[src/rtl/instr_fetch_unit.sv]
// rtl/instr_fetch_unit.sv - sequential instruction fetch with in-order prefetch queue and redirect flush
module instr_fetch_unit #(
    parameter logic [31:0] RESET_PC = 32'h0000_0000,
    parameter int          DEPTH    = 2
) (
    input  logic        clk_in,
    input  logic        rst_in,
    output logic [31:0] i_addr_out,
    output logic        i_req_out,
    input  logic        i_gnt_in,
    input  logic        i_rvalid_in,
    input  logic [31:0] i_rdata_in,
    input  logic        redirect_in,
    input  logic [31:0] redirect_pc_in,
    output logic        instr_valid_out,
    input  logic        instr_ready_in,
    output logic [31:0] instr_out,
    output logic [31:0] pc_out,
    output logic [6:0]  opcode_out,
    output logic [2:0]  funct3_out,
    output logic        funct7_5_out
);

    localparam int AW = $clog2(DEPTH);
    localparam int CW = $clog2(DEPTH) + 2;
    // Back-to-back redirects can stack discards beyond DEPTH, so drop gets extra headroom.
    localparam int DW = 8;

    logic [31:0]   fetch_pc_q, fetch_pc_d;
    logic [CW-1:0] count_q, count_d;
    logic [CW-1:0] outst_q, outst_d;
    logic [DW-1:0] drop_q, drop_d;
    logic [AW-1:0] q_head_q, q_head_d, q_tail_q, q_tail_d;
    logic [AW-1:0] a_head_q, a_head_d, a_tail_q, a_tail_d;

    logic [31:0] q_pc_q   [DEPTH];
    logic [31:0] q_word_q [DEPTH];
    logic [31:0] a_pc_q   [DEPTH];

    logic          pop;
    logic          gnt_fire;
    logic          live_rsp;
    logic          push;
    logic [CW-1:0] inflight;

    assign instr_valid_out = (count_q != '0);
    assign pop             = instr_valid_out & instr_ready_in;
    assign inflight        = count_q + outst_q - CW'(pop);
    assign i_req_out       = !rst_in && !redirect_in && (inflight < CW'(DEPTH));
    assign i_addr_out      = fetch_pc_q;
    assign gnt_fire        = i_req_out & i_gnt_in;
    assign live_rsp        = i_rvalid_in && (drop_q == '0);
    assign push            = live_rsp && !redirect_in;

    assign instr_out    = q_word_q[q_head_q];
    assign pc_out       = q_pc_q[q_head_q];
    assign opcode_out   = instr_out[6:0];
    assign funct3_out   = instr_out[14:12];
    assign funct7_5_out = instr_out[30];

    always_comb begin
        fetch_pc_d = fetch_pc_q;
        count_d    = count_q;
        outst_d    = outst_q;
        drop_d     = drop_q;
        q_head_d   = q_head_q;
        q_tail_d   = q_tail_q;
        a_head_d   = a_head_q;
        a_tail_d   = a_tail_q;
        if (redirect_in) begin
            // Every request still on the bus becomes a discard; the PC tags for them are no longer needed.
            fetch_pc_d = redirect_pc_in & 32'hFFFF_FFFC;
            count_d    = '0;
            q_head_d   = q_tail_q;
            outst_d    = '0;
            a_head_d   = a_tail_q;
            drop_d     = drop_q + DW'(outst_q) + DW'(gnt_fire) - DW'(i_rvalid_in);
        end else begin
            if (gnt_fire) begin
                fetch_pc_d = fetch_pc_q + 32'd4;
                a_tail_d   = a_tail_q + AW'(1);
            end
            if (live_rsp) begin
                a_head_d = a_head_q + AW'(1);
            end
            if (push) begin
                q_tail_d = q_tail_q + AW'(1);
            end
            if (pop) begin
                q_head_d = q_head_q + AW'(1);
            end
            outst_d = outst_q + CW'(gnt_fire) - CW'(live_rsp);
            drop_d  = drop_q - DW'(i_rvalid_in && (drop_q != '0));
            count_d = count_q + CW'(push) - CW'(pop);
        end
    end

    always_ff @(posedge clk_in) begin
        if (rst_in) begin
            fetch_pc_q <= RESET_PC;
            count_q    <= '0;
            outst_q    <= '0;
            drop_q     <= '0;
            q_head_q   <= '0;
            q_tail_q   <= '0;
            a_head_q   <= '0;
            a_tail_q   <= '0;
            for (int i = 0; i < DEPTH; i++) begin
                q_pc_q[i]   <= '0;
                q_word_q[i] <= '0;
                a_pc_q[i]   <= '0;
            end
        end else begin
            fetch_pc_q <= fetch_pc_d;
            count_q    <= count_d;
            outst_q    <= outst_d;
            drop_q     <= drop_d;
            q_head_q   <= q_head_d;
            q_tail_q   <= q_tail_d;
            a_head_q   <= a_head_d;
            a_tail_q   <= a_tail_d;
            if (gnt_fire) begin
                a_pc_q[a_tail_q] <= fetch_pc_q;
            end
            if (push) begin
                q_pc_q[q_tail_q]   <= a_pc_q[a_head_q];
                q_word_q[q_tail_q] <= i_rdata_in;
            end
        end
    end

endmodule

[config.mk]
export PLATFORM = sky130hd
export DESIGN_NAME = instr_fetch_unit
export DESIGN_NICKNAME = d
export VERILOG_FILES = /design/src/rtl/instr_fetch_unit.sv
export SDC_FILE = /design/constraint.sdc
export NUM_CORES = 1
export LEC_CHECK = 0
export CAP_MARGIN = 40
export CORE_MARGIN = 3
export CORE_UTILIZATION = 58
export DETAILED_ROUTE_END_ITERATION = 7
export MAX_ROUTING_LAYER = met4
export PLACE_DENSITY = 0.92
export SLEW_MARGIN = 25
export SYNTH_ARGS = -nofsm -noshare
export SYNTH_HDL_FRONTEND = slang
export SYNTH_SLANG_ARGS = --single-unit
[constraint.sdc]
create_clock -name clk_in -period 10.7 [get_ports clk_in]
set_clock_uncertainty 0.15 [all_clocks]
set_input_delay 2.14 -clock clk_in [delete_from_list [all_inputs] [get_ports clk_in]]
set_output_delay 2.14 -clock clk_in [all_outputs]
set_load 0.02 [all_outputs]
# After elaboration in Yosys (flattened, before gate mapping)
# Memories as Yosys holds them, arrays and structs flattened. A register that Yosys moved wholly into a read port is not among the register bits.
# Cells that the tools add are included.
# W data, S select, Z words.
# totals
in_bits	70
n_memories	3
mem_bits_rw	192
register_bits	50
# classes
reduce_logical	19
add_sub_neg	15
order_cmp	1
mux	30
n_bitwise	3
# mem_list
memory	words	word_bits	rd	rd_clocked_by_memory_dff	write_ports	line_no	source
a_pc_q	2	32	1	1	2	38	logic [31:0] a_pc_q [DEPTH];
q_pc_q	2	32	1	1	2	36	logic [31:0] q_pc_q [DEPTH];
q_word_q	2	32	1	1	2	37	logic [31:0] q_word_q [DEPTH];
# ops
cell	count
$mux W32	5
$reduce_or A32 Y1	3
$add A32 B3 Y32 const B	1
$mux W1	24
$sub A8 B1 Y8	2
$sub A3 B1 Y3	3
$add A8 B1 Y8	1
$add A8 B3 Y8	1
$logic_not A8 Y1	1
$mux W8	1
$reduce_bool A8 Y1	1
$add A3 B1 Y3	2
$reduce_bool A2 Y1	3
$logic_and A1 B1 Y1	5
$add A1 B1 Y1 const B	4
$reduce_and A2 Y1	2
$add A3 B3 Y3	1
$lt A3 B2 Y1 const B	1
$reduce_bool A3 Y1	1
$and A1 B1 Y1	2
$logic_not A1 Y1	2
$reduce_or A2 Y1	1
$not A1 Y1	1

# Logic depth before layout (Yosys ltp)
# Gate-level depths: netlist of run 1.
# depth
depth_word	11
mapped_depth	16
mapped_depth_nobuf	15

# Least setup slack after synthesis of run 1
# Ideal clock, no wire load.
# synth_timing
kind	input to register
from	input redirect_in
to	memory q_pc_q[0][10] (enable)
setup_time_ps	568
n_path_buf	1
setup_slack_ps	3007
arrival_time_ps	6975
stages	4
t_required_ps	9982
cell_sequence	clkbuf_1 -> inv_2 -> nand4_1 -> o21ai_0
# synth_lines
item	line_no	source
start, declared	13	input logic redirect_in,
end, declared	36	

# Worst setup path after layout of run 1
# layout_timing
from	input instr_ready_in
to	output i_req_out
# layout_between
elab_chain_len	4
# layout_lines
item	line_no	source
start, declared	16	input logic instr_ready_in,
$and A1 B1 Y1	47	assign pop = instr_valid_out & instr_ready_in;
$sub A3 B1 Y3	48	assign inflight = count_q + outst_q - CW'(pop);
$lt A3 B2 Y1	49	assign i_req_out = !rst_in && !redirect_in && (inflight < CW'(DEPTH));
$logic_and A1 B1 Y1	49	
end, declared	9	output logic i_req_out,
# No other way between the ends.

==> impl_metrics.toml, run 1 <==
[outcome]
outcome = "completed"

[routing]
drtPass1Iterations = 5
drt_iter0_markers = 585
drt_wl_total_microns = 27350
drc = 0
via_per_inst = 5.949
post_drt_wl_per_cell_microns = 20.99
vias = 7751
final_antenna_net_count = 0

[global_routing]
grt_usage_pct = 26.54
grt_overflow_total = 0
grt_start_max_net_pins = 63
grt_antenna_before_repair = 0
grt_pass1_wl_microns = 41750
grt_pass1_vias = 7822

[cts]
worstSkewPairLatency_ps = 510
clkTransAtPathRegs_ps = 60
cts_buffers = 23
cts_buffer_depth = 3
post_cts_resized = 0
clkSinkCount = 234
tritoncts = "yes"
cts-htree-levels = 1
cts_setup_buffers = 0
cts_root_buf = "clkbuf_16"
holdBufCountCts = 0

[yosys]
ys_seq_area_share_pct = 59.01
syn_inst = 904
syn_area_sq_um = 11060
synth_warnings = 0
synth_compound_area_share_pct = 4.605
postSynthAreaPerCell_sq_um = 12.23
synth-simple-area-share_pct = 17.09
synthArstFlopShare_pct = 0
synth-main-ff-cell = "edfxtp_1"
synthAdderAreaFrac_pct = 3.394
synth_edf_count = 184
synth_xor_area_share_pct = 2.693
synth_top_family_by_area = "simple AND/OR/NAND/NOR gates"
synth.distinct_cells = 58
synth_mux_area_share_pct = 9.028
ys_ff_latch = 234

[die]
dieArea_sq_um = 20760
io_pins = 179
fp.dieH_microns = 144.1
die_w_microns = 144.1
initial_core_util_pct = 60.33
core_area_sq_um = 18330
num_rows = 49

[timing]
fin_setup_tns_ps = 0
worst_slew_pin_slew_ps = 766.3
period_share_pct = 66.51
max_freq_mhz = 140.5
rsz0062_at_grt = "false"
max_slew_margin_pct = 48.91
drv_slew = 0
hold_viol_final = 0
finalSetupViolCount = 0
fin_crit_ps = 7117

[setup_path]
cp-end-kind = "primary output"
arrival_ps = 4830
crit_fanout = 3
worst_ep_required_time_ps = 8410
cp-start-kind = "input pin"
critPathKind = "input pin to primary output"

[pwr]
p_leak_nw = 4.939
ir_drop_mv = 0.1355
p_per_area_nw_per_um2 = 181.3
power_mw = 2.489

[cells_and_area]
synthToLayoutAreaGrowth_pct = 24.13
final_area_sq_um = 13730
finalNetCount = 1155
n_antenna_cell = 0
fill_cells = 1050
drive_gt1_share_pct = 12.57
final_cell_mix = "edfxtp_1 (184), clkdlybuf4s50_1 (172), and2_1 (125)"
layout_commonest_cell = "edfxtp_1"

[place]
hpwl_microns = 17050
place_area_sq_um = 12880
portBuffers = 172
gp_congestion = 0.9523

[run]
max-cap-violations = 0

[worst_hold_path]
hold_path_class = "flop to flop"
## cell families (layout without fill, tap and decap cells)
family / count (synthesis) / in the layout
other cells: 1 / 4
flops: 234 / 234
buf+inv: 94 / 261
mux: 92 / 92
xor+xnor: 34 / 34
fa+ha+maj: 27 / 27
simple gates: 352 / 352
compound gates: 70 / 70
## synth_stat cells, types with 3 or more instances
master      n  area [sq um]
edfxtp_1  184          5525
and2_1    125         782.0
nor2_1    101         379.1
mux2_2     62         698.2
dfxtp_1    50          1001
clkbuf_1   40         150.1
nand2_1    34         127.6
inv_1      31         116.4
mux2i_1    30         300.3
xnor2_1    23         201.4
ha_1       22         275.3
a211oi_1   21         157.7
buf_4      17         127.6
nand4_1    17         106.4
nand3_1    12         60.06
or3_1      12         75.07
o21ai_0    11         55.05
xor2_1     11         96.34
a31oi_1    10         62.56
nor3_1      8         40.04
or4_1       7         52.55
nor4_1      6         37.54
o311ai_0    6         52.55
a311oi_1    5         43.79
and3_1      5         31.28
fa_1        5         100.1
clkbuf_8    4         55.05
nor2b_1     4         25.02
o211ai_1    4         30.03
nand2b_1    3         18.77
## state kept, by name, summed over array words and instances, names as in the netlist, named ones only
signal      count
drop_q          8
q_head_q        1
outst_q         3
i_addr_out     30
a_head_q        1
q_tail_q        1
a_tail_q        1
a_pc_q         60
q_word_q       64
count_q         3
q_pc_q         60
## report_power, final
| group | switching, mW | internal (mW) |
|---|---|---|
| Clock | 0.341 | 0.505 |
| Sequential | 0.0441 | 1.05 |
| Combinational | 0.298 | 0.250 |
| Total | 0.683 | 1.81 |
## final cells by class
cell class | instances | area, sq um | area share, %
clock inverters | 13 | 167.7 | 1.221
repair buffers | 188 | 1894 | 13.80
flip-flops and latches | 234 | 6528 | 47.55
clock buffers | 28 | 614.3 | 4.475
inverters | 32 | 120.1 | 0.8750
well taps | 229 | 286.5 | 2.087
multi-input cells | 579 | 4118 | 29.99
## layer usage
| metal | part of all wire [%] | global-route usage, % |
|---|---|---|
| met5 | 0 | - |
| met4 | 4.0 | 10.16 |
| met3 | 6.7 | 3.208 |
| met2 | 51 | 44.76 |
| met1 | 38 | 33.02 |
## worst max-delay path: stages
cell and delay [ps]:
clkdlybuf4s50_1 450, and2_1 190, ha_1 250, nand2b_1 160, fa_1 380, xor2_1 250
xnor2_1 170, and3_1 220, clkdlybuf4s50_1 610
## worst paths after layout
kind / endpoint / slack (ps) / depth (start not counted) / from
worst min register to register: count_q[2] / 420 / 2 / count_q[2]
worst max register to register: drop_q[6] / 5630 / 16 / count_q[1]
worst max-delay path: i_req_out / 3580 / 9 / instr_ready_in
worst min-delay path: count_q[2] / 420 / 2 / count_q[2]
## metrics by stage
step	setup slack, ps	utilization, %	hold slack (ps)	std cells
after floorplan	3007	-	356.8	907
after global placement	3646	70.12	378.8	1257
after detailed placement	3617	70.25	401.6	1259
after CTS	3591	74.52	417.7	1300
after global routing	3452	74.89	452.4	1303
final	3583	74.89	418.1	1303
No activity file was read; power rests on OpenSTA's default activity.
==> run 2, diff against run 1 <==
--- a/config.mk
+++ b/config.mk
@@ -7,10 +7,10 @@
 export LEC_CHECK = 0
 export CAP_MARGIN = 40
 export CORE_MARGIN = 3
-export CORE_UTILIZATION = 58
+export CORE_UTILIZATION = 49
 export DETAILED_ROUTE_END_ITERATION = 7
 export MAX_ROUTING_LAYER = met4
-export PLACE_DENSITY = 0.92
+export PLACE_DENSITY = 0.83
 export SLEW_MARGIN = 25
 export SYNTH_ARGS = -nofsm -noshare
 export SYNTH_HDL_FRONTEND = slang
==> constraint.sdc (replaced) <==
create_clock -name clk_in -period 6 [get_ports clk_in]
set_clock_uncertainty 0.15 [all_clocks]
set_input_delay 1.2 -clock clk_in [delete_from_list [all_inputs] [get_ports clk_in]]
set_output_delay 1.2 -clock clk_in [all_outputs]
set_load 0.02 [all_outputs]
==> impl_metrics.toml, run 2 (synthesis gave the netlist of run 1 again) <==
[outcome]
outcome = "completed"

[cts]
cts_setup_buffers = 0
cts-htree-levels = 1
clkTransAtPathRegs_ps = 60
cts_buffer_depth = 3
clkSinkCount = 234
holdBufCountCts = 0
tritoncts = "yes"
cts_buffers = 25
cts_root_buf = "clkbuf_16"
post_cts_resized = 0
worstSkewPairLatency_ps = 510

[timing]
max_freq_mhz = 193.3
hold_slack_ps = 421.0
finalSetupViolCount = 0
worst_slew_pin_slew_ps = 739.3
hold_viol_final = 0
max_slew_margin_pct = 50.71
drv_slew = 0
fin_crit_ps = 5173
fin_setup_tns_ps = 0
period_share_pct = 86.21
rsz0062_at_grt = "false"

[setup_path]
r2r_slack_ps = 1520
cp-start-kind = "input pin"
crit_path_frequent_cell = "clkdlybuf4s50_1"
cpPeakStageDelay_ps = 620
critPathKind = "input pin to primary output"
reg2reg_to = "drop_q[6]"
crit_fanout = 3
path_cells = "clkdlybuf4s50_1 -> and2_1 -> ha_1 -> nand2b_1 -> fa_1 -> xor2_1 -> xnor2_1 -> and3_1 -> clkdlybuf4s50_1"
arrival_ps = 3820
slowest_stage = "clkdlybuf4s50_1"
cp-end-kind = "primary output"
rr_worst_depth = 16
worst_ep_required_time_ps = 4650
r2r_start = "count_q[2]"

[die]
initial_core_util_pct = 50.21
die_w_microns = 156.2
num_rows = 54
dieArea_sq_um = 24410
io_pins = 179
fp.dieH_microns = 156.2
core_area_sq_um = 22030

[routing]
post_drt_wl_per_cell_microns = 18.79
drtPass1Iterations = 5
via_per_inst = 5.530
vias = 7526
drt_wl_total_microns = 25570
final_antenna_net_count = 0
drc = 0
drt_iter0_markers = 609

[cells_and_area]
layout_commonest_cell = "edfxtp_1"
fill_cells = 1676
final-seq-area_sq_um = 6528
final_cell_mix = "edfxtp_1 (184), clkdlybuf4s50_1 (171), and2_1 (125)"
n_antenna_cell = 0
synthToLayoutAreaGrowth_pct = 24.72
largest_register_ffs = 64
finalNetCount = 1161
reg.largest.list = "q_word_q: 64 flops, a_pc_q: 60 flops, q_pc_q: 60 flops"
largest_register = "q_word_q"
multi_input_area_sq_um = 4114
drive_gt1_share_pct = 12.49

[global_routing]
grt_overflow_total = 0
grt_antenna_before_repair = 0
grt_pass1_wl_microns = 40120
grt_usage_pct = 21.21
grt_pass1_vias = 7445
grt_start_max_net_pins = 63

[run]
max-cap-violations = 0

[pwr]
p_sw_mw = 1.199
p_seq_share_pct = 44.7
p_leak_nw = 4.946
internal_power_mw = 3.177
clkPwrFrac_pct = 33.4
ir_drop_mv = 0.1896
swShare_pct = 27.39
p_per_area_nw_per_um2 = 317.3
combinationalPowerShare_pct = 21.9

[place]
hpwl_microns = 17500
portBuffers = 172
gp_congestion = 0.8854

[worst_hold_path]
holdPathStages = 2
hold_path_class = "flop to flop"
holdPathEnd = "count_q[2]"
worstHoldStart = "count_q[2]"
==> run 2: cell types whose count changed in the layout (fill, tap and decap cells not counted), sizes merged <==
cell,previous run,this run
clkdlybuf4s50,172,171
buf,16,21
inv,33,32
clkbuf,28,32
bufinv,4,2
clkinv,7,9
==> run 2: per-layer routing <==
| layer | part of all wire (%) | global-route usage (%) | vias to the layer above |
|---|---|---|---|
| met2 | 49 | 35.38 | 284 |
| met3 | 6.4 | 3.346 | 58 |
| met5 | 0 | - | - |
| met1 | 42 | 27.12 | 3639 |
| met4 | 2.5 | 5.961 | 0 |
| li1 | - | - | 3545 |
==> run 2: critical path: cells and delay by family <==
kind / cells / cell delay (ps)
AND/OR/NAND/NOR: 3 / 540
XOR/XNOR: 2 / 410
buffers and inverters: 2 / 1070
adder cells (fa/ha/maj): 2 / 610
==> run 2: stage by stage <==
step	setup WS [ps]	cells	area (sq um)	utilization (%)	total power [mW]
3_3_place_gp	706.5	1313	12950	58.79	2.907
2_1_floorplan	356.8	907	11070	-	2.621
5_1_grt	689.9	1361	13790	62.62	4.577
3_5_place_dp	648.7	1316	13010	59.05	2.947
4_1_cts	813.1	1360	13770	62.53	4.402
6_report	827.2	1361	13790	62.62	4.376
==> run 2: layout make-up <==
cell class,count,area share (%)
clock buffer,32,4.799
clock inverter,12,0.7620
inverter,32,0.8708
multi-input combinational,579,29.83
sequential,234,47.32
tap,280,2.540
timing repair buffer,192,13.88
==> run 2: how the worst max path moves through the flow <==
| stage | start | to | slack (ps) | cells past startpoint |
|---|---|---|---|---|
| 3_3_place_gp | instr_ready_in | drop_q[6] | 710 | 16 |
| 6_report | instr_ready_in | i_req_out | 830 | 9 |
| 4_1_cts | instr_ready_in | i_req_out | 810 | 9 |
| 2_1_floorplan | instr_ready_in | a_pc_q[0][10] | 360 | 9 |
| 3_5_place_dp | instr_ready_in | drop_q[6] | 650 | 16 |
| 5_1_grt | instr_ready_in | i_req_out | 690 | 9 |
==> run 2: power by group through the flow <==
stage | Combinational (mW) | Clock [mW] | Sequential, mW
after floorplan | 0.641 | 0 | 1.98
after global placement | 0.923 | 0 | 1.98
after detailed placement | 0.957 | 0 | 1.99
after CTS | 0.965 | 1.48 | 1.96
after global routing | 1.06 | 1.55 | 1.97
final | 0.959 | 1.46 | 1.96
==> run 3, diff against run 2 <==
--- a/config.mk
+++ b/config.mk
@@ -5,13 +5,13 @@
 export SDC_FILE = /design/constraint.sdc
 export NUM_CORES = 1
 export LEC_CHECK = 0
+export ABC_AREA = 1
 export CAP_MARGIN = 40
 export CORE_MARGIN = 3
 export CORE_UTILIZATION = 49
 export DETAILED_ROUTE_END_ITERATION = 7
 export MAX_ROUTING_LAYER = met4
 export PLACE_DENSITY = 0.83
-export SLEW_MARGIN = 25
 export SYNTH_ARGS = -nofsm -noshare
 export SYNTH_HDL_FRONTEND = slang
 export SYNTH_SLANG_ARGS = --single-unit
==> impl_metrics.toml, run 3 <==
[die]
io_pins = 179
dieArea_sq_um = 25290
die_w_microns = 159.0
core_area_sq_um = 22850
fp.dieH_microns = 159.0
num_rows = 55
initial_core_util_pct = 50.22

[cells_and_area]
final-seq-area_sq_um = 6528
finalNetCount = 1412
largest_register_ffs = 64
final_cell_mix = "nor2_1 (266), nand2_1 (203), edfxtp_1 (184)"
reg.largest.list = "q_word_q: 64 flops, a_pc_q: 60 flops, q_pc_q: 60 flops"
largest_register = "q_word_q"
multi_input_area_sq_um = 4070
synthToLayoutAreaGrowth_pct = 22.81
drive_gt1_share_pct = 10.43
fill_cells = 1887
layout_commonest_cell = "nor2_1"
n_antenna_cell = 0
final_area_sq_um = 14090
final_util_pct = 61.68

[cts]
clkSinkCount = 234
cts_buffer_depth = 3
cts_root_buf = "clkbuf_16"
tritoncts = "yes"
cts-htree-levels = 1
cts_setup_buffers = 0
cts_buffers = 25
clkTransAtPathRegs_ps = 60
holdBufCountCts = 0
post_cts_resized = 0
worstSkewPairLatency_ps = 520

[pwr]
p_leak_nw = 5.490
p_per_area_nw_per_um2 = 308.8
clkPwrFrac_pct = 34.9
combinationalPowerShare_pct = 20.8
p_seq_share_pct = 44.3
p_sw_mw = 1.217
internal_power_mw = 3.134
ir_drop_mv = 0.2301
swShare_pct = 27.97

[setup_path]
rr_worst_depth = 19
cpPeakStageDelay_ps = 600
cp-end-kind = "primary output"
reg2reg_to = "drop_q[6]"
path_cells = "clkdlybuf4s50_1 -> nand2_1 -> inv_1 -> ha_1 -> or2_2 -> fa_1 -> inv_1 -> nand2_1 -> nand3_1 -> and3_1 -> clkdlybuf4s50_1"
path_buf_inv = 4
r2r_slack_ps = 1650
slowest_stage = "clkdlybuf4s50_1"
r2r_start = "count_q[1]"
crit_fanout = 3
cp-start-kind = "input pin"
arrival_ps = 3830
cp_top_family = "buffers and inverters"
critPathKind = "input pin to primary output"
worst_ep_required_time_ps = 4650

[timing]
finalSetupViolCount = 0
hold_viol_final = 0
rsz0062_at_grt = "false"
max_freq_mhz = 193.2
fin_crit_ps = 5176
worst_slew_pin_slew_ps = 733.4
max_slew_margin_pct = 51.11
fin_setup_tns_ps = 0
drv_slew = 0
period_share_pct = 86.27

[routing]
post_drt_wl_per_cell_microns = 15.99
drc = 0
drt_wl_total_microns = 26330
drt_iter0_markers = 571
drtPass1Iterations = 5
via_per_inst = 5.140
vias = 8460
final_antenna_net_count = 0

[yosys]
postSynthAreaPerCell_sq_um = 9.865
synth_commonest_cells = "nor2_1 (266), nand2_1 (205), edfxtp_1 (184)"
synth.largest_area_cell = "edfxtp_1"
ys_ff_latch = 234
yosysMostFrequentCell = "nor2_1"
synthArstFlopShare_pct = 0
ys_seq_area_share_pct = 56.88
synth_edf_count = 184
syn_inst = 1163
synthTopCellsByArea = "edfxtp_1 (48%), dfxtp_1 (8.7%), nor2_1 (8.7%), nand2_1 (6.7%), mux2_2 (6.1%)"
synth_warnings = 0
netlist.area_leader.share_pct = 48.16
syn_area_sq_um = 11470
synth-main-ff-cell = "edfxtp_1"
synth.distinct_cells = 40

[worst_hold_path]
hold_path_class = "flop to flop"
worstHoldStart = "a_head_q"
holdPathStages = 1

[run]
max-cap-violations = 0

[outcome]
outcome = "completed"

[place]
gp_congestion = 0.9398
portBuffers = 172
hpwl_microns = 17940
place_area_sq_um = 13280

[global_routing]
grt_antenna_before_repair = 0
grt_overflow_total = 0
grt_pass1_wl_microns = 42210
grt_start_max_net_pins = 64
grt_usage_pct = 20.89
grt_pass1_vias = 8246
-- run 3: cell count changes after synthesis, moves of 27 or more --
cell / change
nand3_1: +30
a21oi_1: +34
nand2_1: +171
clkbuf_1: -27
inv_1: +84
nor2_1: +165
and2_1: -125
-- run 3: cell type report --
class / instances / area share, %
Inverter: 121 / 3.277
Tap cell: 313 / 2.779
Timing Repair Buffer: 184 / 13.00
Clock buffer: 27 / 4.493
Multi-Input combinational cell: 749 / 28.88
Clock inverter: 18 / 1.243
Sequential cell: 234 / 46.32
-- run 3: worst max-delay path by stage --
stage | slack, ps | cells after the start | to | start
2_1_floorplan | 1530 | 18 | drop_q[6] | instr_ready_in
3_3_place_gp | 720 | 18 | drop_q[6] | instr_ready_in
3_5_place_dp | 630 | 18 | drop_q[6] | instr_ready_in
4_1_cts | 820 | 10 | i_req_out | instr_ready_in
5_1_grt | 670 | 11 | i_req_out | instr_ready_in
6_report | 820 | 11 | i_req_out | instr_ready_in
-- run 3: power by group through the flow --
| stage | logic, mW | registers, mW | clock network, mW |
|---|---|---|---|
| after floorplan | 0.606 | 1.95 | 0 |
| after global placement | 0.863 | 1.96 | 0 |
| after detailed placement | 0.899 | 1.96 | 0 |
| after CTS | 0.908 | 1.93 | 1.54 |
| after global routing | 1.01 | 1.94 | 1.60 |
| final | 0.907 | 1.93 | 1.52 |
-- run 3: logic make-up after synthesis --
family | share of synthesized area, %
AO/OA/AOI/OAI | 3.359
flip-flops | 56.88
other | 0.03268
buffers and inverters | 7.786
AND/OR/NAND/NOR | 19.20
XOR/XNOR | 0.7633
multiplexers | 8.702
adder cells (fa/ha/maj) | 3.272
-- run 3: routing by layer --
metal / share of wire, % / up-vias / GRT usage, %
met4: 2.1 / 0 / 5.332
met1: 44 / 3999 / 27.73
met5: 0 / - / -
met3: 6.8 / 40 / 3.720
met2: 47 / 316 / 33.59
li1: - / 4105 / -
-- run 3: through the flow --
stage	worst slack (ps)	std cells	power [mW]	hold WS (ps)
2_1_floorplan	1532	1166	2.559	278.3
3_3_place_gp	724.8	1600	2.820	292.9
3_5_place_dp	626.9	1601	2.859	298.1
4_1_cts	820.7	1646	4.379	306.8
5_1_grt	674.6	1646	4.551	338.0
6_report	823.9	1646	4.351	304.8
